## config.mk

```make
export PLATFORM = sky130hd
export DESIGN_NAME = mux_nto1_rr
export DESIGN_NICKNAME = d
export VERILOG_FILES = /design/src/rtl/mux_nto1_rr.sv
export SDC_FILE = /design/constraint.sdc
export NUM_CORES = 1
export LEC_CHECK = 0
export ABC_CLOCK_PERIOD_IN_PS = 2800
export CORE_MARGIN = 2
export CORE_UTILIZATION = 39
export CTS_BUF_LIST = sky130_fd_sc_hd__clkbuf_16
export CTS_CLUSTER_DIAMETER = 120
export DETAILED_ROUTE_END_ITERATION = 6
export PLACE_DENSITY = 0.82
export SLEW_MARGIN = 20
export SYNTH_ARGS = -nofsm -noshare
export SYNTH_HDL_FRONTEND = slang
export SYNTH_SLANG_ARGS = --single-unit
```

## constraint.sdc

```tcl
create_clock -name clk -period 2.8 [get_ports clk]
set_input_delay 0.28 -clock clk [delete_from_list [all_inputs] [get_ports clk]]
set_output_delay 0.28 -clock clk [all_outputs]
set_load 0.05 [all_outputs]
```

## src/rtl/mux_nto1_rr.sv

```systemverilog
// Registered N:1 valid/ready channel multiplexer with fixed-select and
// round-robin modes, a 1-deep full-throughput output register.
//   clk, rst_n            : clock, async active-low reset
//   in_data/in_valid      : NUM_CH packed channels, ch i at [i*DATA_W +: DATA_W]
//   in_ready              : per-channel ready, at most one bit high
//   sel, mode             : fixed channel select, 0=fixed 1=round-robin
//   out_data/out_valid    : registered beat, out_ready from downstream
//   out_ch                : channel that sourced out_data
module mux_nto1_rr #(
    parameter int  NUM_CH = 4,
    parameter int  DATA_W = 8,
    localparam int SEL_W  = $clog2(NUM_CH)
) (
    input  logic                     clk,
    input  logic                     rst_n,
    input  logic [NUM_CH*DATA_W-1:0] in_data,
    input  logic [NUM_CH-1:0]        in_valid,
    output logic [NUM_CH-1:0]        in_ready,
    input  logic [SEL_W-1:0]         sel,
    input  logic                     mode,
    output logic [DATA_W-1:0]        out_data,
    output logic                     out_valid,
    input  logic                     out_ready,
    output logic [SEL_W-1:0]         out_ch
);

    logic [DATA_W-1:0] r_data;
    logic              r_vld;
    logic [SEL_W-1:0]  r_ch;
    logic [SEL_W-1:0]  r_ptr;

    logic              w_load_en;
    logic              w_gnt_vld;
    logic [SEL_W-1:0]  w_gnt;
    logic [DATA_W-1:0] w_data;

    assign w_load_en = !r_vld || out_ready;

    // Grant search; rr scans from r_ptr upward, wrapping modulo NUM_CH.
    always_comb begin
        int idx;
        w_gnt_vld = 1'b0;
        w_gnt     = '0;
        idx       = 0;
        if (mode) begin
            for (int k = 0; k < NUM_CH; k++) begin
                idx = int'(r_ptr) + k;
                if (idx >= NUM_CH) idx = idx - NUM_CH;
                if (!w_gnt_vld && in_valid[idx]) begin
                    w_gnt_vld = 1'b1;
                    w_gnt     = SEL_W'(idx);
                end
            end
        end else if (int'(sel) < NUM_CH) begin
            if (in_valid[sel]) begin
                w_gnt_vld = 1'b1;
                w_gnt     = sel;
            end
        end
    end

    always_comb begin
        w_data = '0;
        for (int i = 0; i < NUM_CH; i++) begin
            if (w_gnt == SEL_W'(i)) w_data = in_data[i*DATA_W +: DATA_W];
        end
    end

    // Ready is held low while reset is asserted so no beat is lost.
    always_comb begin
        in_ready = '0;
        if (rst_n && w_load_en && w_gnt_vld) in_ready[w_gnt] = 1'b1;
    end

    always_ff @(posedge clk or negedge rst_n) begin
        if (!rst_n) begin
            r_data <= '0;
            r_vld  <= 1'b0;
            r_ch   <= '0;
            r_ptr  <= '0;
        end else if (w_load_en) begin
            if (w_gnt_vld) begin
                r_data <= w_data;
                r_ch   <= w_gnt;
                r_vld  <= 1'b1;
                if (mode) begin
                    r_ptr <= (w_gnt == SEL_W'(NUM_CH-1)) ? '0
                                                          : w_gnt + SEL_W'(1);
                end
            end else begin
                r_vld <= 1'b0;
            end
        end
    end

    assign out_data  = r_data;
    assign out_valid = r_vld;
    assign out_ch    = r_ch;

endmodule

```

==> key figures <==
GRT
  – First-pass GRT wire length: 5264 um
  – Gr usage total: 21.69%
  – Vias in the first global route: 1111
  – Antenna violations before repair: 0
  – GRT overflow: 0
  – Largest net degree at the start of global routing: 18

Floorplanning
  – Row cnt: 18
  – Initial Utilization: 41.69%
  – Die W: 55.70 um
  – Total I/O pin count: 57
  – Die H: 55.70 um
  – Die area: 0.003102 mm2
  – Core ar.: 0.002500 mm2

Routing
  – Iter 0 DRT Violations: 38
  – WL final: 3315 um
  – Via density: 5.580
  – ANT nets after route: 0
  – Routed wire per std cell: 16.17 um
  – DRC Markers: 0
  – Via count: 1144
  – Pre-Repair DR Iteration Count: 4

Clocking
  – CTS Buf Count: 3
  – TritonCTS clock tree: built
  – # H-tree levels: 1
  – CTS root buf: clkbuf_16
  – # hold bufs at CTS: 0
  – CTS Sinks: 13
  – Post-CTS sizing: 0
  – Clk slew on worst S/H paths: 0.04 ns
  – Postcts setup bufs: 0
  – Clock Latency Late Sink: 0.24 ns
  – Clock buffer depth: 2

STA
  – Max-slew violations: 0
  – RSZ-0062 raised after global routing: no
  – Max Fclk: 0.3732 GHz
  – Setup violators final: 0
  – Relative slew slack: 65.40%
  – Tmin final: 2.679 ns
  – Hold Violations, Final: 0
  – Clock skew: 0.001501 ns
  – Setup TNS: 0 ns
  – Worst-Margin Slew: 0.5173 ns
  – Hold WS: 0.3916 ns
  – Final Cycle Share: 95.69%

Power
  – P_leak: 0.7891 nW
  – Maximum VDD drop: 587.8 uV
  – Power density over the cells: 737.3 mW/mm2

Logic synthesis
  – Syn Inst Count: 105
  – Synth Area per Inst: 9.926 um2
  – Yosys warns: 0
  – Netlist cell types: 29
  – Mapped Nets: 151
  – Post-synthesis cell area: 0.001042 mm2
  – Post-synthesis sequential area ratio: 31.21%
  – Synthesis-stage register bit count: 13

Min path
  – Worst hold path class: input port to asynchronous set/reset pin

Worst setup path
  – Crit-path max FO: 4
  – Startpoint Class: input port
  – R2R Setup Slk: 0.33 ns
  – CP peak stage delay: 0.50 ns
  – CP arrival: 2.40 ns
  – Critical path data required time: 2.52 ns
  – Crit-path cells: clkdlybuf4s50_1 > buf_4 > a32o_1 > o32ai_1 > buf_4 > inv_1 > ha_1 > buf_4 > and3_2 > buf_4
  – CP most frequent cell: buf_4
  – Critical Path End Type: output port
  – Crit path max-delay cell type: clkdlybuf4s50_1
  – WS Path Type: input port to output port

Layout
  – Area grow syn2layout: 75.39%
  – Ant. Diodes: 0
  – Fillcell total: 178
  – Share of layout cells above drive strength 1: 26.29%
  – Final #Nets: 222

Placement
  – Detail Placement HPWL: 2432 um
  – I/O Buffers: 56
  – Gpl congestion: 0.9322

Status
  – Status: finished, final reports clean

Flow run
  – Max-cap violations: 0
==> logic make-up (layout without fill, tap and decap cells) <==
group           count (synthesis)  in the layout  synth area share, %
simple gates                   35             35                18.61
compound gates                 30             30                24.73
mux                            14             14                16.33
flops                          13             13                31.21
buf+inv                         9             79                4.320
fa+ha+maj                       4              4                4.802
==> metrics by stage <==
stage | worst slack (ns) | util, % | power (mW) | instances | area (um2)
2_1_floorplan | 0.2497 | - | 0.7811 | 105 | 1042
3_3_place_gp | -0.04544 | 69.52 | 1.055 | 201 | 1738
3_5_place_dp | -0.1038 | 69.52 | 1.068 | 201 | 1738
4_1_cts | 0.01688 | 72.67 | 1.344 | 205 | 1817
5_1_grt | 0.008038 | 73.12 | 1.408 | 205 | 1828
6_report | 0.1206 | 73.12 | 1.348 | 205 | 1828
==> final timing paths <==
check | from | to | cells past startpoint
min reg2reg | out_data[5]$_DFFE_PN0P_ | out_data[5]$_DFFE_PN0P_ | 1
max | in_valid[0] | in_ready[0] | 10
max in group asynchronous | rst_n | out_data[3]$_DFFE_PN0P_ | 2
max reg2reg | r_ptr[1]$_DFFE_PN0P_ | out_data[2]$_DFFE_PN0P_ | 10
min in group clk | out_data[5]$_DFFE_PN0P_ | out_data[5]$_DFFE_PN0P_ | 1
min | rst_n | out_data[7]$_DFFE_PN0P_ | 2
==> final cells by class <==
type | instances | area [um2] | share of cell area (%)
sequential | 13 | 325.3 | 17.80
clock inverter | 1 | 3.754 | 0.2053
inverter | 4 | 15.01 | 0.8214
tap | 30 | 37.54 | 2.053
multi-input combinational | 83 | 683.2 | 37.37
timing repair buffer | 71 | 688.2 | 37.65
clock buffer | 3 | 75.07 | 4.107
==> placed cells by master, fill, tap and decap left out, drive strengths merged, types with 5 or more instances in the layout <==
master	synthesis	routed
inv	4	5
dfrtp	13	13
buf	2	19
clkdlybuf4s50	0	52
o31ai	7	7
a21oi	5	5
mux2i	5	5
mux2	9	9
nor2b	8	8
nand2	12	12
a221oi	7	7
==> critical path, delay by kind of cell <==
family / cells / cell delay (ns)
adders and majority gates: 1 / 0.20
buffers and inverters: 6 / 1.25
and+or+nand+nor: 1 / 0.16
AOI/OAI and AO/OA: 2 / 0.49
==> layer usage <==
metal,vias to the layer above,wire length [um],track usage [%]
met1,532,1334,25.04
li1,532,-,-
met2,70,1537,35.37
met3,10,364,8.140
met4,0,78,10.10
met5,-,0,0
==> sequential cells by signal, indices dropped and copies added (netlist names) <==
name and flops:
out_data 8, r_ptr 2, out_ch 2, out_valid 1
==> synthesized netlist by cell type, drive strengths merged <==
cell,count,area (um2)
ha,4,50.05
mux2,9,120.1
o21a,1,7.510
and2b,1,8.760
a221oi,7,61.31
a21oi,5,25.02
mux2i,5,50.05
nand2b,4,25.02
o41ai,1,27.53
or2,2,12.51
clkbuf,3,11.26
o21ai,3,15.01
nor2,4,22.52
buf,2,18.76
o221a,2,31.28
nand2,12,45.04
nor2b,8,50.05
and3,4,30.03
o22a,1,10.01
a32o,1,10.01
o31ai,7,52.55
dfrtp,13,325.3
a22o,1,8.760
inv,4,15.01
o32ai,1,8.760
==> where the power goes <==
group          total (mW)  switching [mW]  internal [mW]  leakage (nW)
Combinational       0.773           0.426          0.347         0.591
Sequential          0.310          0.0497          0.261         0.156
Clock               0.265          0.0764          0.188        0.0423
Total                1.35           0.553          0.795         0.789
Note: power is estimated with default switching activity, not from simulation.
